==> config.mk <==
export PLATFORM = sky130hd
export DESIGN_NAME = tile_result_packer
export DESIGN_NICKNAME = d
export VERILOG_FILES = /design/src/rtl/tile_result_packer.sv
export SDC_FILE = /design/constraint.sdc
export NUM_CORES = 1
export LEC_CHECK = 0
export BUFFER_PORTS_ARGS = -buffer_cell sky130_fd_sc_hd__buf_2
export CORE_MARGIN = 2
export CORE_UTILIZATION = 35
export DETAILED_ROUTE_END_ITERATION = 7
export MAX_ROUTING_LAYER = met4
export PLACE_DENSITY_LB_ADDON = 0.15
export SLEW_MARGIN = 20
export SYNTH_ARGS = -nofsm -noshare
export SYNTH_HDL_FRONTEND = slang
export SYNTH_SLANG_ARGS = --single-unit
==> constraint.sdc <==
create_clock -name clk -period 10.3 [get_ports clk]
set_input_delay 0.515 -clock clk [delete_from_list [all_inputs] [get_ports clk]]
set_output_delay 0.515 -clock clk [all_outputs]
set_load 0.01 [all_outputs]
==> src/rtl/tile_result_packer.sv <==
// Pairs consecutive 32-bit accumulator results into one NoC flit and queues them in an FWFT FIFO.
// Define TILE_RESULT_PACKER_OVF_CNT_EN to build the saturating overflow counter.
module tile_result_packer #(
  parameter int unsigned NOC_FLIT_W = 64,
  parameter int unsigned FIFO_DEPTH = 8
) (
  input  logic                          clk,
  input  logic                          rst_n,
  input  logic [NOC_FLIT_W-1:0]         res_flit_in,
  input  logic                          res_valid_in,
  input  logic                          flush,
  output logic [NOC_FLIT_W-1:0]         pkt_flit_out,
  output logic                          pkt_half_out,
  output logic                          pkt_valid_out,
  input  logic                          pkt_ready_in,
  output logic [$clog2(FIFO_DEPTH):0]   fifo_level,
  output logic [15:0]                   overflow_count
);

  localparam int unsigned ResW  = NOC_FLIT_W / 2;
  localparam int unsigned AddrW = $clog2(FIFO_DEPTH);
  localparam int unsigned LvlW  = AddrW + 1;

  typedef enum logic [0:0] {StIdle, StHold} state_e;

  state_e                state_q, state_d;
  logic [ResW-1:0]       result_a_q, result_a_d;
  logic [ResW-1:0]       res_lo;
  logic                  push;
  logic [NOC_FLIT_W-1:0] push_flit;
  logic                  push_half;

  // Upper half of the local-port flit carries nothing for this block.
  logic unused_res_hi;
  assign unused_res_hi = ^res_flit_in[NOC_FLIT_W-1:ResW];
  assign res_lo        = res_flit_in[ResW-1:0];

  always_ff @(posedge clk or negedge rst_n) begin
    if (!rst_n) begin
      state_q    <= StIdle;
      result_a_q <= '0;
    end else begin
      state_q    <= state_d;
      result_a_q <= result_a_d;
    end
  end

  always_comb begin
    state_d    = state_q;
    result_a_d = result_a_q;
    push       = 1'b0;
    push_flit  = '0;
    push_half  = 1'b0;
    unique case (state_q)
      StIdle: begin
        if (res_valid_in && flush) begin
          push      = 1'b1;
          push_flit = {{ResW{1'b0}}, res_lo};
          push_half = 1'b1;
        end else if (res_valid_in) begin
          result_a_d = res_lo;
          state_d    = StHold;
        end
      end
      StHold: begin
        // A result arriving with flush completes the pair; flush has nothing left to emit.
        if (res_valid_in) begin
          push      = 1'b1;
          push_flit = {res_lo, result_a_q};
          state_d   = StIdle;
        end else if (flush) begin
          push      = 1'b1;
          push_flit = {{ResW{1'b0}}, result_a_q};
          push_half = 1'b1;
          state_d   = StIdle;
        end
      end
      default: state_d = StIdle;
    endcase
  end

  logic [NOC_FLIT_W:0] mem_q [FIFO_DEPTH];
  logic [AddrW-1:0]    wr_ptr_q, rd_ptr_q;
  logic [LvlW-1:0]     level_q, level_d;
  logic                full, pop, wr_en;
  logic [NOC_FLIT_W:0] head;

  assign full  = (level_q == LvlW'(FIFO_DEPTH));
  assign pop   = (level_q != '0) && pkt_ready_in;
  assign wr_en = push && (!full || pop);

  always_comb begin
    level_d = level_q;
    if (wr_en && !pop) begin
      level_d = level_q + LvlW'(1);
    end else if (pop && !wr_en) begin
      level_d = level_q - LvlW'(1);
    end
  end

  always_ff @(posedge clk or negedge rst_n) begin
    if (!rst_n) begin
      wr_ptr_q <= '0;
      rd_ptr_q <= '0;
      level_q  <= '0;
    end else begin
      level_q <= level_d;
      if (wr_en) wr_ptr_q <= wr_ptr_q + AddrW'(1);
      if (pop)   rd_ptr_q <= rd_ptr_q + AddrW'(1);
    end
  end

  always_ff @(posedge clk) begin
    if (wr_en) mem_q[wr_ptr_q] <= {push_half, push_flit};
  end

  // Storage is never reset, so gate the head with valid to keep outputs clean out of reset.
  assign head          = mem_q[rd_ptr_q];
  assign pkt_valid_out = (level_q != '0);
  assign pkt_flit_out  = pkt_valid_out ? head[NOC_FLIT_W-1:0] : '0;
  assign pkt_half_out  = pkt_valid_out & head[NOC_FLIT_W];
  assign fifo_level    = level_q;

`ifdef TILE_RESULT_PACKER_OVF_CNT_EN
  logic [15:0] ovf_cnt_q;

  always_ff @(posedge clk or negedge rst_n) begin
    if (!rst_n) begin
      ovf_cnt_q <= '0;
    end else if (push && full && !pop && (ovf_cnt_q != 16'hFFFF)) begin
      ovf_cnt_q <= ovf_cnt_q + 16'd1;
    end
  end

  assign overflow_count = ovf_cnt_q;
`else
  assign overflow_count = 16'h0;
`endif

endmodule

## Yosys cells after proc, flatten, opt, wreduce, memory -nomap -nowiden

Memory sizes are Yosys's and may differ from the RTL's.
Index checks and enable logic that the tools add are counted.

| word-level totals | value |
|---|---|
| register bits | 43 |
| RAM bits | 520 |
| input port bits | 69 |
| memories kept | 1 |

Memory list:

| memory | depth | width | read ports | clocked after memory_dff | write ports | line | RTL |
|---|---|---|---|---|---|---|---|
| mem_q | 8 | 65 | 1 | 0 | 1 | 82 | `logic [NOC_FLIT_W:0] mem_q [FIFO_DEPTH];` |

| cells by class | value |
|---|---|
| add/sub/neg operators | 4 |
| eq/ne operators | 1 |
| multiplexer cells | 20 |
| bitwise operators | 3 |
| reduce and logical (&&, ||, !) cells | 12 |

Operators with widths:

| kind | count |
|---|---|
| two-way mux 64 bit | 2 |
| one-hot mux 64 bit (2 select lines) | 1 |
| two-way mux 32 bit | 2 |
| two-way mux 1 bit | 10 |
| two-way mux 4 bit | 2 |
| adder 3 x 1 -> 3 bit, second input constant | 2 |
| one-hot mux 1 bit (2 select lines) | 3 |
| logical AND 1 bit | 5 |
| adder 4 x 1 -> 4 bit, second input constant | 1 |
| == test 4 bit, second input constant | 1 |
| nonzero test 4 bit | 1 |
| subtractor 4 x 1 -> 4 bit, second input constant | 1 |
| logical NOT 1 bit | 3 |
| AND reduction 3 bit | 1 |
| inverter 1 bit | 2 |
| nonzero test 2 bit | 1 |
| bitwise AND 1 bit | 1 |
| logical OR 1 bit | 1 |

## Depth between registers and ports, before layout

| depth | value |
|---|---|
| depth in word-level cells | 8 |
| gate-level depth with buffers | 10 |
| mapped depth without buffers | 9 |

## Worst setup path before layout

OpenSTA, ideal clock, no wires.

| timing | value |
|---|---|
| kind | input -> register |
| start point | in res_valid_in |
| end point | mem mem_q[0][0] in the netlist's numbering, enable pin |
| library setup time | 0.649 ns |
| arrival | 7.233 ns |
| data required time | 9.651 ns |
| path slack | 2.418 ns |
| cell stages on the path | 4 |
| path buffers | 1 |
| cell sequence | buf_2 > maj3_1 > o21ai_1 > nor4_1 |

| between the ends | value |
|---|---|
| word-level cells in the longest chain between the ends | 6 |
| elaborated cells on any way between the ends | 7 |
| classes of those cells | mux: 5; reduce/logical: 2 |

RTL lines:

| item | line | RTL |
|---|---|---|
| start: declaration | 10 | `input logic res_valid_in,` |
| logical AND 1 bit | 56 | `if (res_valid_in && flush) begin` |
| two-way mux 1 bit | 56 |  |
| one-hot mux 1 bit (2 select lines) (*) | 54 | `unique case (state_q)` |
| logical AND 1 bit (*) | 90 | `assign wr_en = push && (!full \|\| pop);` |
| two-way mux 1 bit (*) | 114 | `if (wr_en) mem_q[wr_ptr_q] <= {push_half, push_flit};` |
| two-way mux 1 bit (implied by the code) (*) | 114 |  |
| end: declaration | 82 |  |

Every way passes the cells marked *; elsewhere a longest branch is shown, timed or not.

## Worst setup path in the final report

| timing | value |
|---|---|
| start point | reg rd_ptr_q[0] |
| end point | out pkt_flit_out[28] |

| between the ends | value |
|---|---|
| word-level cells in the longest chain between the ends | 2 |

RTL lines:

| item | line | RTL |
|---|---|---|
| start: declaration | 83 | `logic [AddrW-1:0] wr_ptr_q, rd_ptr_q;` |
| start signal: assignment | 109 | `if (pop) rd_ptr_q <= rd_ptr_q + AddrW'(1);` |
| memory (8 x 65 bit) | -- |  |
| two-way mux 64 bit | 120 | `assign pkt_flit_out = pkt_valid_out ? head[NOC_FLIT_W-1:0] : '0;` |
| end: declaration | 12 | `output logic [NOC_FLIT_W-1:0] pkt_flit_out,` |

Every way passes these cells.

==> flow_summary.json <==
{
  "worstMarginPinSlew_ns": 1.03,
  "grt_pass1_wl_um": 77500,
  "start_util": 0.355,
  "synth_area_per_cell_um2": 22.1,
  "tritoncts": "yes",
  "synthTopCellsByArea": "edfxtp_1 (71%), mux4_2 (13%), dfrtp_1 (4.9%)",
  "clock_latency_ns": 0.61,
  "netlist_top_cells_count": "edfxtp_1 (520), mux4_2 (130), a22o_1 (97)",
  "ant_nets": 0,
  "port-buffer-count": 106,
  "regArea_um2": 16700,
  "met2_usage": 0.272,
  "wl_um": 53900,
  "leakagePower_nw": 8.53,
  "die_y_um": 255,
  "vias_per_cell": 5.17,
  "timing.fmax_ghz": 0.234,
  "drc": 0,
  "min_path_type": "in -> async",
  "crit_family": "buffers and inverters",
  "startpoint_type": "register",
  "netlist_area_um2": 22000,
  "routedWlPerCell_um": 26.8,
  "cts.sinks": 563,
  "crit_chain": "buf_4 > buf_4 > mux4_2 > a22o_1 > buf_2",
  "numCtsBuffers": 58,
  "rows": 91,
  "post-route-period-util": 0.416,
  "yosys_warnings": 0,
  "synth_seq_cells": 563,
  "fin_crit_ns": 4.28,
  "fill_cells": 5563,
  "met3_usage": 0.0305,
  "postCtsSetupBuffers": 0,
  "setup_ws_ns": 6.02,
  "cp_data_arrival_time_ns": 3.77,
  "maxCapViolCount": 0,
  "cts_max_level": 2,
  "reg2reg_slack_ns": 6.75,
  "synth_edf_count": 520,
  "vias": 10400,
  "skew_ns": 0.0368,
  "antenna_found_initial": 4,
  "grt_max_degree": 58,
  "cp.buffers_inverters": 3,
  "crit_path_end_kind": "primary output",
  "final_hold_viol_count": 0,
  "grt_pass1_vias": 11000,
  "crit_top_cell": "buf_4",
  "max-clock-path-buffers": 3,
  "yosysMostFrequentCell": "edfxtp_1",
  "die_w_um": 255,
  "setup_violations": 0,
  "yosys.area.top_type": "edfxtp_1",
  "slowest_stage": "buf_4",
  "gr-usage-all-layers": 0.174,
  "drive_gt1_frac": 0.334,
  "area_delta_synth_final_pct": 15.0,
  "dieArea_um2": 64800,
  "cpPeakStageDelay_ns": 0.74,
  "slew_headroom": 0.311,
  "crit_required_ns": 9.79,
  "grt_most_used_layer": "met2",
  "root_buffer": "clkbuf_16",
  "core_um2": 61900,
  "crit_fanout": 40,
  "cts-resized-gates": 0,
  "drv_slew": 0,
  "drtPass1Iterations": 5,
  "cts.hold.buffers_added": 0,
  "synth_top_area_frac": 0.711,
  "yosysSeqAreaShare": 0.760,
  "rsz0062_at_grt": "false",
  "drt_iter0_drc": 744,
  "outcome": "completed",
  "rr_worst_depth": 4,
  "syn_inst": 995,
  "final_nets": 1196,
  "multi_input_area_um2": 4900,
  "use_met1": 0.240,
  "ios": 155,
  "whs_ns": 0.00215,
  "cp_num_cells": 5,
  "power_density_nw_per_um2": 284,
  "peakVddDrop_mv": 0.251,
  "gp_congestion": 0.696,
  "grt_overflow": 0,
  "criticalPathCategory": "reg -> out",
  "ys_types": 44,
  "dp_worst_setup_slack_ns": 6.28,
  "postLayoutCoreUtil": 0.408,
  "finalSetupTns_ns": 0,
  "async_flop_share": 0.0764,
  "clkTransAtPathRegs_ns": 0.06,
  "hpwl_um": 29500,
  "ys.flop_type": "edfxtp_1"
}
## worst reg2reg max path, stage by stage, from the launching register on
cell      delay (ns)
dfrtp_2         0.80
maj3_1          0.32
o211ai_1        0.30
nor2_4          0.87
buf_4           0.80
## cell families (layout without fill, tap and decap cells)
kind of cell	Yosys count	count (layout)	share of synthesized area
DFF	563	563	0.760
other	1	19	0.000171
muxes	166	166	0.152
AOI/OAI and AO/OA	107	107	0.0418
buffers and inverters	82	239	0.0224
adders and majority gates	7	7	0.00421
xor gates and xnor gates	7	7	0.00279
and+or+nand+nor	62	62	0.0174
## layer usage
metal | vias up | part of all wire
met3 | 64 | 0.047
met1 | 5640 | 0.46
met5 | - | 0
met4 | 0 | 0.015
li1 | 4435 | -
met2 | 246 | 0.48
## final cells by class
type | instances | area share
Clock inverter | 20 | 0.00782
Sequential cell | 563 | 0.661
Antenna cell | 3 | 0.000297
Timing Repair Buffer | 131 | 0.0302
Inverter | 2 | 0.000297
Tap cell | 837 | 0.0414
Multi-Input combinational cell | 365 | 0.194
Clock buffer | 86 | 0.0652
## worst paths after layout
| path | to | from |
|---|---|---|
| setup reg to reg | mem_q[7][4] | state_q |
| setup / recovery | pkt_flit_out[28] | rd_ptr_q[0] |
| max in group asynchronous | result_a_q[12] | rst_n |
| hold reg to reg | result_a_q[14] | result_a_q[14] |
| min in group clk | state_q | flush |
| hold / removal | rd_ptr_q[1] | rst_n |
## cell usage in the layout, fill, tap and decap left out, types with 16 or more instances in the layout
| cell type | instances |
|---|---|
| edfxtp_1 | 520 |
| mux4_2 | 130 |
| buf_2 | 106 |
| a22o_1 | 97 |
| clkbuf_16 | 59 |
| dfrtp_1 | 40 |
| mux2_2 | 34 |
| and3_1 | 32 |
| buf_4 | 22 |
| clkbuf_1 | 20 |
| conb_1 | 16 |
## where the power goes
part           leakage [nW]  internal (mW)  switching [mW]
combinational          2.32          0.953            1.23
clock                 0.901           1.20           0.834
sequential             5.31           2.82           0.129
## per-stage QoR
stage	total power [mW]	cell area [um2]	std cells
3_5_place_dp	5.26	23400	1896
4_1_cts	7.30	25200	2002
2_1_floorplan	4.48	22000	1010
5_1_grt	7.52	25300	2006
3_3_place_gp	5.23	23400	1896
6_report	7.17	25300	2007
## sequential cells by signal (all words and copies together), names as in the netlist
signal	cells
mem_q	520
fifo_level	4
state_q	1
wr_ptr_q	3
rd_ptr_q	3
result_a_q	32
No activity file was read; power rests on OpenSTA's default activity.
